[config.mk]
export PLATFORM = sky130hd
export DESIGN_NAME = bin_to_7segmt_conv
export DESIGN_NICKNAME = d
export VERILOG_FILES = /design/src/rtl/seg7_pkg.sv /design/src/rtl/seg7_decoder.sv /design/src/rtl/bin_to_7segmt_conv.sv
export SDC_FILE = /design/constraint.sdc
export NUM_CORES = 1
export LEC_CHECK = 0
export ABC_AREA = 1
export CAP_MARGIN = 25
export CELL_PAD_IN_SITES_DETAIL_PLACEMENT = 0
export CELL_PAD_IN_SITES_GLOBAL_PLACEMENT = 1
export CORE_ASPECT_RATIO = 1.75
export CORE_MARGIN = 4
export CORE_UTILIZATION = 42
export DETAILED_ROUTE_END_ITERATION = 6
export PLACE_DENSITY_LB_ADDON = 0.1
export SLEW_MARGIN = 10
export SYNTH_ARGS = -nofsm -noshare
export SYNTH_HDL_FRONTEND = slang
export SYNTH_SLANG_ARGS = --single-unit
[constraint.sdc]
create_clock -name Clk_signal -period 2.9 [get_ports Clk_signal]
set_clock_uncertainty 0.15 [all_clocks]
set_input_delay 0.29 -clock Clk_signal [delete_from_list [all_inputs] [get_ports Clk_signal]]
set_output_delay 0.29 -clock Clk_signal [all_outputs]
set_load 0.03 [all_outputs]
[src/rtl/seg7_pkg.sv]
// seg7_pkg: segment codes (active-low, bit0=a .. bit6=g) and converter FSM states.
package seg7_pkg;
  localparam logic [6:0] SEG_0     = 7'b1000000;
  localparam logic [6:0] SEG_1     = 7'b1111001;
  localparam logic [6:0] SEG_2     = 7'b0100100;
  localparam logic [6:0] SEG_3     = 7'b0110000;
  localparam logic [6:0] SEG_4     = 7'b0011001;
  localparam logic [6:0] SEG_5     = 7'b0010010;
  localparam logic [6:0] SEG_6     = 7'b0000010;
  localparam logic [6:0] SEG_7     = 7'b1111000;
  localparam logic [6:0] SEG_8     = 7'b0000000;
  localparam logic [6:0] SEG_9     = 7'b0010000;
  localparam logic [6:0] SEG_BLANK = 7'b1111111;
  localparam logic [6:0] SEG_DASH  = 7'b0111111;
  typedef enum logic [1:0] {IDLE, CONV, LOAD} conv_state_t;
endpackage

[src/rtl/seg7_decoder.sv]
// seg7_decoder: one BCD digit plus blank flag to an active-low segment pattern.
module seg7_decoder
  import seg7_pkg::*;
(
  input  logic [3:0] bcd_i,
  input  logic       blank_i,
  output logic [6:0] seg_o
);
  logic [6:0] dig;
  always_comb begin
    dig = SEG_BLANK;
    case (bcd_i)
      4'd0: dig = SEG_0;
      4'd1: dig = SEG_1;
      4'd2: dig = SEG_2;
      4'd3: dig = SEG_3;
      4'd4: dig = SEG_4;
      4'd5: dig = SEG_5;
      4'd6: dig = SEG_6;
      4'd7: dig = SEG_7;
      4'd8: dig = SEG_8;
      4'd9: dig = SEG_9;
      default: dig = SEG_BLANK;
    endcase
  end
  assign seg_o = blank_i ? SEG_BLANK : dig;
endmodule

[src/rtl/bin_to_7segmt_conv.sv]
// bin_to_7segmt_conv: sequential double-dabble binary-to-BCD with registered 7-segment outputs.
module bin_to_7segmt_conv
  import seg7_pkg::*;
#(
  parameter int BIN_W    = 14,
  parameter int NDIG     = 4,
  parameter int BLANK_LZ = 1
) (
  input  logic             Clk_signal,
  input  logic             Reset,
  input  logic             start,
  input  logic [BIN_W-1:0] value,
  output logic             busy,
  output logic             done,
  output logic             ovf,
  output logic [6:0]       disp_0,
  output logic [6:0]       disp_1,
  output logic [6:0]       disp_2,
  output logic [6:0]       disp_3
);
  localparam int BW = 4*NDIG + 4;
  localparam int SW = BW + BIN_W;
  localparam int CW = $clog2(BIN_W);
  localparam logic [6:0] LZ_RST = (BLANK_LZ != 0) ? SEG_BLANK : SEG_0;
  localparam logic [NDIG-1:0][6:0] DISP_RST = {{(NDIG-1){LZ_RST}}, SEG_0};
  conv_state_t state_q, state_d;
  logic [SW-1:0] sr_q, sr_d;
  logic [CW-1:0] cnt_q, cnt_d;
  logic done_q, done_d, ovf_q, ovf_d;
  logic [NDIG-1:0][6:0] disp_q, disp_d, dec;
  logic [BW-1:0] bcd, adj;
  logic [NDIG-1:0] blank;
  logic lz, big;
  assign bcd = sr_q[SW-1:BIN_W];
  assign big = |bcd[BW-1:4*NDIG];
  always_comb begin
    adj = bcd;
    for (int i = 0; i < BW/4; i++)
      adj[4*i +: 4] = (bcd[4*i +: 4] >= 4'd5) ? bcd[4*i +: 4] + 4'd3 : bcd[4*i +: 4];
    lz = (BLANK_LZ != 0);
    blank = '0;
    for (int i = NDIG-1; i > 0; i--) begin
      lz = lz & (bcd[4*i +: 4] == 4'd0);
      blank[i] = lz;
    end
  end
  for (genvar g = 0; g < NDIG; g++) begin : g_dec
    seg7_decoder u_dec (.bcd_i(bcd[4*g +: 4]), .blank_i(blank[g]), .seg_o(dec[g]));
  end
  always_comb begin
    state_d = state_q;
    sr_d    = sr_q;
    cnt_d   = cnt_q;
    disp_d  = disp_q;
    ovf_d   = ovf_q;
    done_d  = 1'b0;
    case (state_q)
      IDLE: if (start) begin
        sr_d    = {{BW{1'b0}}, value};
        cnt_d   = '0;
        state_d = CONV;
      end
      CONV: begin
        sr_d    = {adj[BW-2:0], sr_q[BIN_W-1:0], 1'b0};
        cnt_d   = cnt_q + 1'b1;
        state_d = (cnt_q == CW'(BIN_W-1)) ? LOAD : CONV;
      end
      LOAD: begin
        disp_d  = big ? {NDIG{SEG_DASH}} : dec;
        ovf_d   = big;
        done_d  = 1'b1;
        state_d = IDLE;
      end
      default: state_d = IDLE;
    endcase
  end
  always_ff @(posedge Clk_signal) begin
    if (!Reset) begin
      state_q <= IDLE;
      sr_q    <= '0;
      cnt_q   <= '0;
      done_q  <= 1'b0;
      ovf_q   <= 1'b0;
      disp_q  <= DISP_RST;
    end else begin
      state_q <= state_d;
      sr_q    <= sr_d;
      cnt_q   <= cnt_d;
      done_q  <= done_d;
      ovf_q   <= ovf_d;
      disp_q  <= disp_d;
    end
  end
  assign busy   = (state_q != IDLE);
  assign done   = done_q;
  assign ovf    = ovf_q;
  assign disp_0 = disp_q[0];
  assign disp_1 = disp_q[1];
  assign disp_2 = disp_q[2];
  assign disp_3 = disp_q[3];
endmodule

==> results list, run 1 <==
* Multi-input gate area in the final layout: 2215 um^2
- Setup bufs post-CTS: 0
- Yosys printed 0 warnings.
- Via count of the first global-routing pass: 3789
- Hold crit path type: primary input to register
- Synth top area cells: dfxtp_1, nand2_1, ha_1
- Proportion of layout cells with a drive suffix above 1: 9.063%
- The wire-length estimate of the detail-placed layout is 7778 um.
- Sequential elements use 43.04% of the synthesized area.
- The synthesized netlist devotes 12.85% of its cell area to compound gates.
* First drt pass iteration count: 5
* Final period util: 80.65%
- Summed instance area of the synthesized netlist: 4558 um^2
* Sort of element at the start of the critical path: register
- Of the total synthesized cell area, the portion taken by XOR and XNOR cells is 0.5764%.
* Power Total: 2701 uW
- The number of clock buffers added by TritonCTS is 9.
* Number of buffers added to fix hold violations after cts: 0
- In this run, synthesis produced a sequential element count of 98.
* Number of input and output port buffers inserted: 47
- Register clock-pin slew on the reported worst setup and hold paths: 0.07 ns
* Max-capacitance violation count: 0
- The die is 145.8 um tall.
- Most instantiated cells after synthesis: nand2_1, dfxtp_1, inv_1
* Initial antenna violation count: 0
- In this run the core area contains 50 standard-cell rows.
- At the end of routability-driven placement, the weighted congestion stood at 0.8258.
- Summed over its instances, the top area cell type makes up 43.04% of the synthesized netlist area.
- The worst pin sits at a relative slew slack of 68.87%.
- Antenna diode instance count: 0
- Final Max Slew Viols: 0
* Maximum vdd ir drop: 0.3946 mV
* Worst-margin pin slew: 0.4670 ns
- Largest net degree at the start of global routing: 39
* Outcome: complete, no violations
* Final design area excluding fillers: 5454 um^2
- DR DRC count: 0
- The core region is 10640 um^2.
- Max Freq: 427.6 MHz
- Total nets after synthesis: 637
- The synthesized netlist devotes 25.83% of its cell area to simple gates.
* Setup TNS: 0 ns
* Core occupancy in the finished layout: 51.28%
* Critical Path Fanout Max: 6
* Number of failing setup endpoints in the final timing report: 0
* Most used standard cell by instance count after synthesis: nand2_1
- Summing all placed instances gives a cell area of 5160 um^2.
* Post-CTS sizing: 0
* Largest area contributor in the netlist: dfxtp_1
- TritonCTS built the clock tree.
* H-Tree Depth: 3
* Post-synth ARST share: 0%
- Counting every sink on the clock net gives 98.
- Via count: 3897
* Pleak: 0.002586 uW
- Average wire per standard cell: 13.66 um
* Combined flip-flop and latch cell area: 1962 um^2
- Worst path setup slack after routing: 0.5613 ns
- Worst setup path class: register to register
- For the finished layout, the period the worst path requires is 2.339 ns.
- The synthesized netlist devotes 9.333% of its cell area to adder and majority cells.
- For this design the top-level I/O count stands at 48.
- From left edge to right edge, the die measures 86.75 um.
- Mean instance size in the synthesized netlist: 7.778 um^2
* CTS Root Cell: clkbuf_16
- Die Footprint: 12650 um^2
* Post-DRT Antenna Nets: 0
- Main combinational cell family by area after synthesis: simple AND/OR/NAND/NOR gates
- Clk buf depth: 2
- Vias/cell: 5.061
- At the end of the flow, the number of nets in the layout was 687.
* Power Density: 495.2 nW/um^2
- RSZ-0062 raised after global routing: false
- Synth-to-Final Area Change: 19.65%
* Number of synthesized flops with an enable pin: 0
* Required @ worst endpoint: 2.97 ns
- At the placement stage, the worst setup path has a slack of 0.3098 ns.
- Worst-Skew Late Latency: 0.34 ns
* Number of instances in the synthesized netlist: 586
* Final hold violation count: 0
- Most frequently used flop master after synthesis: dfxtp_1
- The filler cells instantiated in the layout total 1074.
- Number of DRC violations after detailed-routing iteration 0: 159
- For this configuration, the core starts out at a cell density of 42.86%.
- Total wire length after detailed routing: 10520 um
- All-layer global routing usage: 17.17%
* Post-synthesis mux area share: 0%
* CP Data Arrival Time: 2.41 ns
- First-pass GRT wire length: 17430 um
* Critical path endpoint category: register
- Summed over all layers, the global routing overflow is 0.
* Count of distinct cell types in the synthesized netlist: 33
[power by group]
part | internal, uW | total, uW | switching [uW]
Clock | 689 | 1180 | 492
Sequential | 1370 | 1380 | 10.9
Combinational | 53.4 | 143 | 89.6
[state kept, by name, indices dropped and copies added (netlist names)]
| register | flops |
|---|---|
| sr_q | 34 |
| g_dec.u_dec.dig | 28 |
| disp_0 | 7 |
| disp_1 | 7 |
| disp_2 | 7 |
| disp_3 | 7 |
| cnt_q | 4 |
| state_q | 2 |
| done | 1 |
| ovf | 1 |
[path summary, 6_finish.rpt]
path	startpoint	slack, ns	to	depth (start not counted)
setup / recovery	sr_q[18]	0.56	g_dec[1].u_dec.dig[3]	15
hold / removal	Reset	0.25	disp_1[1]	3
setup reg to reg	sr_q[18]	0.56	g_dec[1].u_dec.dig[3]	15
hold reg to reg	g_dec[3].u_dec.dig[0]	0.30	disp_3[0]	2
[critical path, stage by stage (launching register included)]
cell and delay [ns]:
dfxtp_1 0.38, inv_1 0.14, ha_1 0.25, inv_1 0.06, nand2_1 0.08, nand3_1 0.13
nand2_1 0.07, nand3_1 0.07, nand2_1 0.11, nand2_1 0.17, inv_1 0.09, ha_1 0.29
nand3_1 0.09, nand2_1 0.06, nand2_1 0.05, nand2_1 0.05
[through the flow]
stage	cells	hold WS [ns]
2_1_floorplan	586	0.2660
3_3_place_gp	755	0.2755
3_5_place_dp	755	0.2829
4_1_cts	770	0.2382
5_1_grt	770	0.2471
6_report	770	0.2454
[layout make-up]
class / instances / share of cell area [%]
clock buffer: 11 / 4.451
clock inverter: 4 / 0.9406
inverter: 78 / 5.414
multi-input combinational: 394 / 40.61
sequential: 98 / 35.97
tap: 130 / 2.982
timing repair buffer: 55 / 9.635
[cell families (layout without fill, tap and decap cells)]
| logic type | Yosys count | in the layout |
|---|---|---|
| AO/OA/AOI/OAI | 89 | 89 |
| XOR/XNOR | 3 | 3 |
| adder cells (fa/ha/maj) | 34 | 34 |
| buffers and inverters | 94 | 148 |
| flip-flops | 98 | 98 |
| AND/OR/NAND/NOR | 268 | 268 |
[layout by cell type (no fill, tap or decap), drive strengths merged]
| cell | synthesis | layout |
|---|---|---|
| buf | 10 | 9 |
| a21oi | 11 | 11 |
| nand3 | 49 | 49 |
| xor2 | 3 | 3 |
| clkbuf | 6 | 11 |
| clkinv | 0 | 1 |
| nand4 | 10 | 10 |
| a22oi | 3 | 3 |
| nand2 | 174 | 174 |
| o221ai | 9 | 9 |
| nor2 | 28 | 28 |
| bufinv | 0 | 1 |
| o22ai | 30 | 30 |
| a221oi | 3 | 3 |
| o21ai | 28 | 28 |
| inv | 78 | 79 |
| clkdlybuf4s50 | 0 | 46 |
| a31oi | 1 | 1 |
| or2 | 3 | 3 |
| ha | 34 | 34 |
| clkinvlp | 0 | 1 |
| nand3b | 4 | 4 |
| dfxtp | 98 | 98 |
| o211ai | 4 | 4 |
[metal layers]
metal  GRT usage, %  routed length, um  vias up
met5              0                  0        -
met4          6.396                177        0
met3          3.059                289       12
met2          32.06               5675       64
met1          18.62               4377     1798
li1               -                  -     2023
Note: power is estimated with default switching activity, not from simulation.
==> run 2, diff against run 1 <==
==> constraint.sdc (replaced) <==
create_clock -name Clk_signal -period 2.2 [get_ports Clk_signal]
set_clock_uncertainty 0.15 [all_clocks]
set_input_delay 0.22 -clock Clk_signal [delete_from_list [all_inputs] [get_ports Clk_signal]]
set_output_delay 0.22 -clock Clk_signal [all_outputs]
set_load 0.03 [all_outputs]
==> run 2 against run 1 <==
Against the previous run:
- clock-buffer cell count stayed put
- largest cell class unchanged
- worst setup slack worse by 0.40 ns
- sequential share of layout area shrank 1.9 points
- power rose by 30%
- critical path depth down 2
- non-clock buffer count up 33
- via count rose by 2.3%
- worst hold slack got worse by 0.032 ns
- register-to-register slack worse by 0.40 ns
==> results list, run 2 (synthesis results as in run 1) <==
* Num Clock Sinks: 98 (unchanged)
- Cell internal power dissipation: 2698 uW (was 2108 uW)
- Slowest-stage cell, CP: dfxtp_1 (unchanged)
- Clock period minus worst slack: 2.038 ns (was 2.339 ns)
* Vias/cell: 4.956 (was 5.061)
- Placed insts: 785 (was 755)
* Required @ worst endpoint: 2.28 ns (was 2.97 ns)
- Multi-input gate area in the final layout: 2268 um^2 (was 2215 um^2)
- RSZ-0062 raised after global routing: false (unchanged).
* Initial antenna violation count: 0 (unchanged)
- The kind of start point of the critical path is a register (unchanged).
- Area of the core: 10640 um^2 (unchanged)
- The maximum count of clock buffers along a single path came to 2 (unchanged).
- The die footprint was 12650 um^2 (unchanged).
- The type of the most critical hold path is primary input to register (unchanged).
- The number of I/O port buffers came to 47 (unchanged).
- Placer's final routability congestion estimate: 0.8808 (was 0.8258)
* Reported net switching power: 807.3 uW (was 592.3 uW)
- The wire length of the first global-routing pass came to 17940 um (was 17430 um).
* Register name with the most flops: sr_q (unchanged)
* Number of DRC violations after detailed-routing iteration 0: 134 (was 159)
- The sum of buffers and inverters on the critical path is 3 (unchanged).
- Clock tree from TritonCTS: built (unchanged)
- The commonest non-fill, non-tap cell in the layout is nand2_1 (unchanged).
- The data arrival time of the critical path was 2.12 ns (was 2.41 ns).
- All-layer global routing usage: 17.54% (was 17.17%)
- The final layout net count is 720 (was 687).
* Maximum vdd ir drop: 0.4531 mV (was 0.3946 mV)
- Switching portion of total power: 23.03% (was 21.93%)
- Die extent in y: 145.8 um (unchanged)
* Worst setup path class: register to register (unchanged)
- The total count of max-transition violations in the final report came to 0 (unchanged).
* Critical Path Most Common Cell: nand2_1 (unchanged)
- The number of placement rows was 50 (unchanged).
- Max Freq: 490.7 MHz (was 427.6 MHz)
- Most frequent cells in the layout: nand2_1, dfxtp_1, inv_1, clkdlybuf4s50_1, nand3_1 (was nand2_1, dfxtp_1, inv_1, nand3_1, clkdlybuf4s50_1).
* Max-capacitance violation count: 0 (unchanged)
* Largest delay contributor family on the critical path: adder cells (was simple AND/OR/NAND/NOR gates)
* Number of buffers created by CTS: 9 (unchanged)
- The sort of element at the end of the critical path is a register (unchanged).
- The utilization after layout came to 54.12% (was 51.28%).
- Combined flip-flop and latch cell area: 1963 um^2 (was 1962 um^2)
* Outcome: complete, no violations (unchanged)
* Average wire per standard cell: 13.16 um (was 13.66 um)
- Largest net degree at the start of global routing: 37 (was 39)
- The total number of vias was 3985 (was 3897).
* Final period util: 92.64% (was 80.65%)
- The total count of hold-check failures in the final report was 0 (unchanged).
* Critical path launch point: sr_q[14] (was sr_q[18])
- Rel. slew slack: 72.81% (was 68.87%)
- Cell-by-cell listing of the critical path: inv_1 -> ha_1 -> inv_1 -> nand2_1 -> nand3_1 -> nand2_1 -> o22ai_2 -> inv_2 -> ha_1 -> nand3_1 -> nand2_1 -> nand2_1 -> nand2_1 (was inv_1 -> ha_1 -> inv_1 -> nand2_1 -> nand3_1 -> nand2_1 -> nand3_1 -> nand2_1 -> nand2_1 -> inv_1 -> ha_1 -> nand3_1 -> nand2_1 -> nand2_1 -> nand2_1).
- The final number of setup-violating endpoints came to 0 (unchanged).
- DR DRC count: 0 (unchanged)
- The clock root buffer was clkbuf_16 (unchanged).
- Worst-Skew Late Latency: 0.34 ns (about the same)
- Die Width: 86.75 um (unchanged)
* Via count of the first global-routing pass: 3934 (was 3789)
- Hold path startpoint: Reset (unchanged)
* Power Density: 609.0 nW/um^2 (was 495.2 nW/um^2)
- The non-filler instance count after layout is 804 (was 770).
* Pleak: 0.002769 uW (was 0.002586 uW)
* Filler cells: 1075 (was 1074)
- The highest fanout seen on the critical path came to 3 (was 6).
- Number of flip-flops in the largest register: 34 (unchanged)
* Proportion of layout cells with a drive suffix above 1: 16.91% (was 9.063%)
- Antenna diode instance count: 0 (unchanged)
* Setup TNS: 0 ns (unchanged)
* Setup slack, reg-to-reg: 0.16 ns (was 0.56 ns)
- Post-DRT Antenna Nets: 0 (unchanged)
- The sequential share of power is 51.7% (was 51.0%).
- Final Hold Slack: 0.2132 ns (was 0.2454 ns)
- The measured slew at the worst slew-check pin came to 0.4078 ns (was 0.4670 ns).
- The overflow left after global routing is 0 (unchanged).
- The combinational fraction of design power is 6.3% (was 5.3%).
* HPWL reported at the end of detailed placement: 8049 um (was 7778 um)
* Power Total: 3505 uW (was 2701 uW)
* Synth-to-Final Area Change: 26.27% (was 19.65%)
- The clock-pin slew of the registers on the worst-case setup and hold paths is 0.07 ns (about the same).
* Effective utilization at floorplan: 42.86% (unchanged)
* Top-level I/O count: 48 (unchanged)
- H-Tree Depth: 3 (unchanged)
- The peak per-stage delay on the critical path is 0.35 ns (was 0.38 ns).
- Total wire length after detailed routing: 10580 um (was 10520 um)
- Portion of total power attributed to the clock network: 42.0% (was 43.7%)
- First drt pass iteration count: 4 (was 5)
* Number of buffers added to fix hold violations after cts: 0 (unchanged)
- The launch point of the worst reg-to-reg path was sr_q[14] (was sr_q[18]).
run 2: changes by cell type in the layout (fill, tap and decap cells not counted), moves of 2 or more:
cell,delta
ha_2,+2
nand2_1,-5
nand3_2,+5
inv_2,+8
nand2_2,+5
buf_4,+32
inv_1,-8
nand3_1,-5
ha_1,-2
run 2: path summary, 6_finish.rpt:
path,end,cells past startpoint
worst min-delay path,disp_3[5],3
worst min register to register,disp_2[4],2
worst max-delay path,g_dec[1].u_dec.dig[3],13
worst max register to register,g_dec[1].u_dec.dig[3],13
run 2: area by class of cell:
class                   count  share of cell area, %
well taps                 130                  2.826
inverters                  78                  5.130
multi-input cells         394                  39.41
flip-flops and latches     98                  34.11
clock inverters             5                 0.6522
repair buffers             88                  13.65
clock buffers              11                  4.217
run 2: per-layer routing:
layer	global-route usage (%)	wire length, um
met3	3.796	309
met1	18.85	4453
met2	32.94	5646
met5	0	0
met4	5.538	169
run 2: what timing repair did:
action                                  CTS  global route
pin swaps                                 0             4
endpoints found under the setup margin    2            23
setup buffers                             0             3
gates resized for setup                   1            22
run 2: stage by stage:
stage / instance area [um^2] / worst slack (ns)
after floorplan: 4558 / 0.1614
after global placement: 5398 / -0.06952
after detailed placement: 5398 / -0.1302
after CTS: 5682 / 0.05961
after global routing: 5756 / 0.00003375
final: 5756 / 0.1620
run 2: power groups by stage:
stage	Combinational, uW	Sequential (uW)	Clock (uW)
2_1_floorplan	120	1850	0
3_3_place_gp	214	1850	0
3_5_place_dp	216	1850	0
4_1_cts	217	1810	1530
5_1_grt	245	1810	1590
6_report	221	1810	1470
run 2: tightest hold or removal path: stages:
cell     delay, ns
buf_2         0.13
buf_4         0.22
nand2_1       0.09
==> run 3, diff against run 2 <==
--- a/config.mk
+++ b/config.mk
@@ -18,3 +18,4 @@
 export SYNTH_ARGS = -nofsm -noshare
 export SYNTH_HDL_FRONTEND = slang
 export SYNTH_SLANG_ARGS = --single-unit
+export TNS_END_PERCENT = 100
==> constraint.sdc (replaced) <==
create_clock -name Clk_signal -period 2.3 [get_ports Clk_signal]
set_clock_uncertainty 0.15 [all_clocks]
set_input_delay 0.23 -clock Clk_signal [delete_from_list [all_inputs] [get_ports Clk_signal]]
set_output_delay 0.23 -clock Clk_signal [all_outputs]
set_load 0.03 [all_outputs]
==> run 3 against run 2 <==
Against the previous run:
- routed wire length down 1.2%
- clock-buffer cell count unchanged
- first-iteration DRC count is 29% higher
- core utilization down 1.2 points
- largest power group unchanged
- cell area shrank 2.2%
- register-to-register slack better by 0.02 ns
- non-clock buffer count fell by 14
- critical path type unchanged
- combinational power shrank 12%
- worst hold slack lost 0.024 ns
==> results list, run 3 (synthesis results as in run 1) <==
- The via count of the first global-routing pass was 3852 (was 3934).
- Outcome: complete, no violations (unchanged).
- Antenna diode instance count: 0 (unchanged)
- The max-cap check violation count was 0 (unchanged).
- The die footprint was 12650 um^2 (unchanged).
- The kind of start point of the critical path was a register (unchanged).
- Max Freq: 472.9 MHz (was 490.7 MHz)
- The initial antenna violation count came to 0 (unchanged).
- The met2 wire length is 5577 um (was 5646 um).
* Die Width: 86.75 um (unchanged)
- The pin count of the biggest net entering global routing came to 31 (was 37).
- The clock insertion delay at the later pin of the skew report came to 0.34 ns (about the same).
- The utilization after layout is 52.91% (was 54.12%).
- Critical Path Fanout Max: 5 (was 3)
- The last weighted congestion value of the routability-driven placer is 0.8980 (was 0.8808).
* Number of DRC violations after detailed-routing iteration 0: 173 (was 134)
- Critical path endpoint category: register (unchanged)
- Placed insts: 772 (was 785)
- Multi-input gate area in the final layout: 2243 um^2 (was 2268 um^2)
- Proportion of layout cells with a drive suffix above 1: 12.75% (was 16.91%)
* Depth of the most critical reg-to-reg path: 15 (was 13)
- The time the final worst path needs with I/O delays and setup was 2.115 ns (was 2.038 ns).
- The type of the most critical hold path is primary input to register (unchanged).
- The measured slew at the worst slew-check pin is 0.3664 ns (was 0.4078 ns).
- First drt pass iteration count: 5 (was 4)
- Number of failing setup endpoints in the final timing report: 0 (unchanged)
- Number of input and output port buffers inserted: 47 (unchanged)
- Pleak: 0.002705 uW (was 0.002769 uW)
- Required @ worst endpoint: 2.38 ns (was 2.28 ns)
- The commonest non-fill, non-tap cell in the layout is nand2_1 (unchanged).
- The peak supply drop came to 0.3543 mV (was 0.4531 mV).
- Setup slack, reg-to-reg: 0.19 ns (was 0.16 ns)
- The overflow left after global routing was 0 (unchanged).
* Critical R2R Capture: g_dec[1].u_dec.dig[0] (was g_dec[1].u_dec.dig[3])
- The final layout net count was 706 (was 720).
* Effective utilization at floorplan: 42.86% (unchanged)
- The CTS tree was built (unchanged).
- Average wire per standard cell: 13.24 um (was 13.16 um)
- The class of the most critical setup path is register to register (unchanged).
* Final period util: 91.94% (was 92.64%)
* Combined flip-flop and latch cell area: 1963 um^2 (unchanged)
- Num rows: 50 (unchanged)
- The maximum count of clock buffers along a single path is 2 (unchanged).
- Area of the core: 10640 um^2 (unchanged)
- The number of clock buffers inserted by TritonCTS was 9 (unchanged).
- The highest routed metal layer is met4 (unchanged).
* Sum of met3 wire segment lengths after detailed routing: 374 um (was 309 um)
- Vias/cell: 4.961 (was 4.956)
- First-pass GRT wire length: 17770 um (was 17940 um)
* Register name with the most flops: sr_q (unchanged)
- Filler cells: 1023 (was 1075)
- Source of the worst register-to-register timing path: sr_q[19] (was sr_q[14])
- The end point of the critical path is g_dec[1].u_dec.dig[0] (was g_dec[1].u_dec.dig[3]).
- The detailed placer's ending HPWL came to 7950 um (was 8049 um).
- The worst path setup slack after routing came to 0.1854 ns (was 0.1620 ns).
- Critical path launch point: sr_q[19] (was sr_q[14])
- Worst Setup Slack post-DPL: -0.04980 ns (was -0.1302 ns)
* Power Density: 608.9 nW/um^2 (was 609.0 nW/um^2)
- The relative area change from synthesis to final layout came to 23.44% (was 26.27%).
- Final hold violation count: 0 (unchanged)
* Wire length the detailed router placed on met1: 4274 um (was 4453 um)
- The global-route total usage across every layer is 17.42% (was 17.54%).
- The clock root buffer is clkbuf_16 (unchanged).
- DR DRC count: 0 (unchanged)
* Via count: 3914 (was 3985)
* Register clock-pin slew on the reported worst setup and hold paths: 0.07 ns (about the same)
- Die extent in y: 145.8 um (unchanged)
* Number of buffers added to fix hold violations after cts: 0 (unchanged)
* H-Tree Depth: 3 (unchanged)
* Post-DRT Antenna Nets: 0 (unchanged)
* Rel. slew slack: 75.57% (was 72.81%)
- Most frequent cells in the layout: nand2_1, dfxtp_1, inv_1, nand3_1, clkdlybuf4s50_1 (was nand2_1, dfxtp_1, inv_1, clkdlybuf4s50_1, nand3_1).
- Post-route non-filler standard cell count: 789 (was 804)
- The flip-flop count of the largest register after layout was 34 (unchanged).
- The total clock sinks is 98 (unchanged).
* Top-level I/O count: 48 (unchanged)
- Final Max Slew Viols: 0 (unchanged)
* Total wire length after detailed routing: 10450 um (was 10580 um)
- Power Total: 3426 uW (was 3505 uW)
- The data arrival time of the critical path was 2.19 ns (was 2.12 ns).
-- run 3: worst min-delay path by stage --
stage,startpoint,end,depth (start not counted)
global route,Reset,sr_q[18],3
detailed placement,g_dec[3].u_dec.dig[3],disp_3[3],2
finish,Reset,sr_q[18],3
floorplan,value[12],sr_q[12],2
global placement,g_dec[3].u_dec.dig[3],disp_3[3],2
CTS,Reset,sr_q[2],5
-- run 3: report_power, final --
group          switching [uW]  internal [uW]
clock network             627            869
registers                13.4           1720
logic                     114           81.0
-- run 3: layout make-up --
class,instances,share of cell area [%]
Tap cell,130,2.891
Clock inverter,4,0.9117
Timing Repair Buffer,74,11.87
Inverter,78,5.248
Clock buffer,11,4.314
Sequential cell,98,34.89
Multi-Input combinational cell,394,39.87
-- run 3: worst max-delay path: stages (launching register included) --
cell and delay (ns):
dfxtp_1 0.32, inv_1 0.14, ha_1 0.21, inv_1 0.05
nand2_1 0.10, nand3_2 0.10, nand2_1 0.07, nand3_1 0.06
nand2_1 0.12, nand2_1 0.08, buf_4 0.16, ha_1 0.18
nand2_1 0.09, nand2_1 0.05, nand2_1 0.06, nand2_1 0.05
-- run 3: metal layers --
| metal | track usage, % | vias up |
|---|---|---|
| met5 | 0 | - |
| met4 | 6.864 | 0 |
| met3 | 3.173 | 15 |
| met2 | 31.06 | 68 |
| met1 | 20.02 | 1776 |
| li1 | - | 2055 |
-- run 3: per-stage QoR --
step / TNS [ns] / hold WS [ns] / instance area (um^2)
3_5_place_dp: -0.1444 / 0.2826 / 5288
3_3_place_gp: -0.05962 / 0.2771 / 5288
4_1_cts: 0 / 0.2027 / 5582
6_report: 0 / 0.1888 / 5627
2_1_floorplan: 0 / 0.2312 / 4558
5_1_grt: -0.001181 / 0.2078 / 5627
-- run 3: repair_timing --
action,in CTS,in global routing
hold endpoints to repair,0,0
setup endpoints to repair,0,8
setup buffers,0,2
resized for setup,0,8
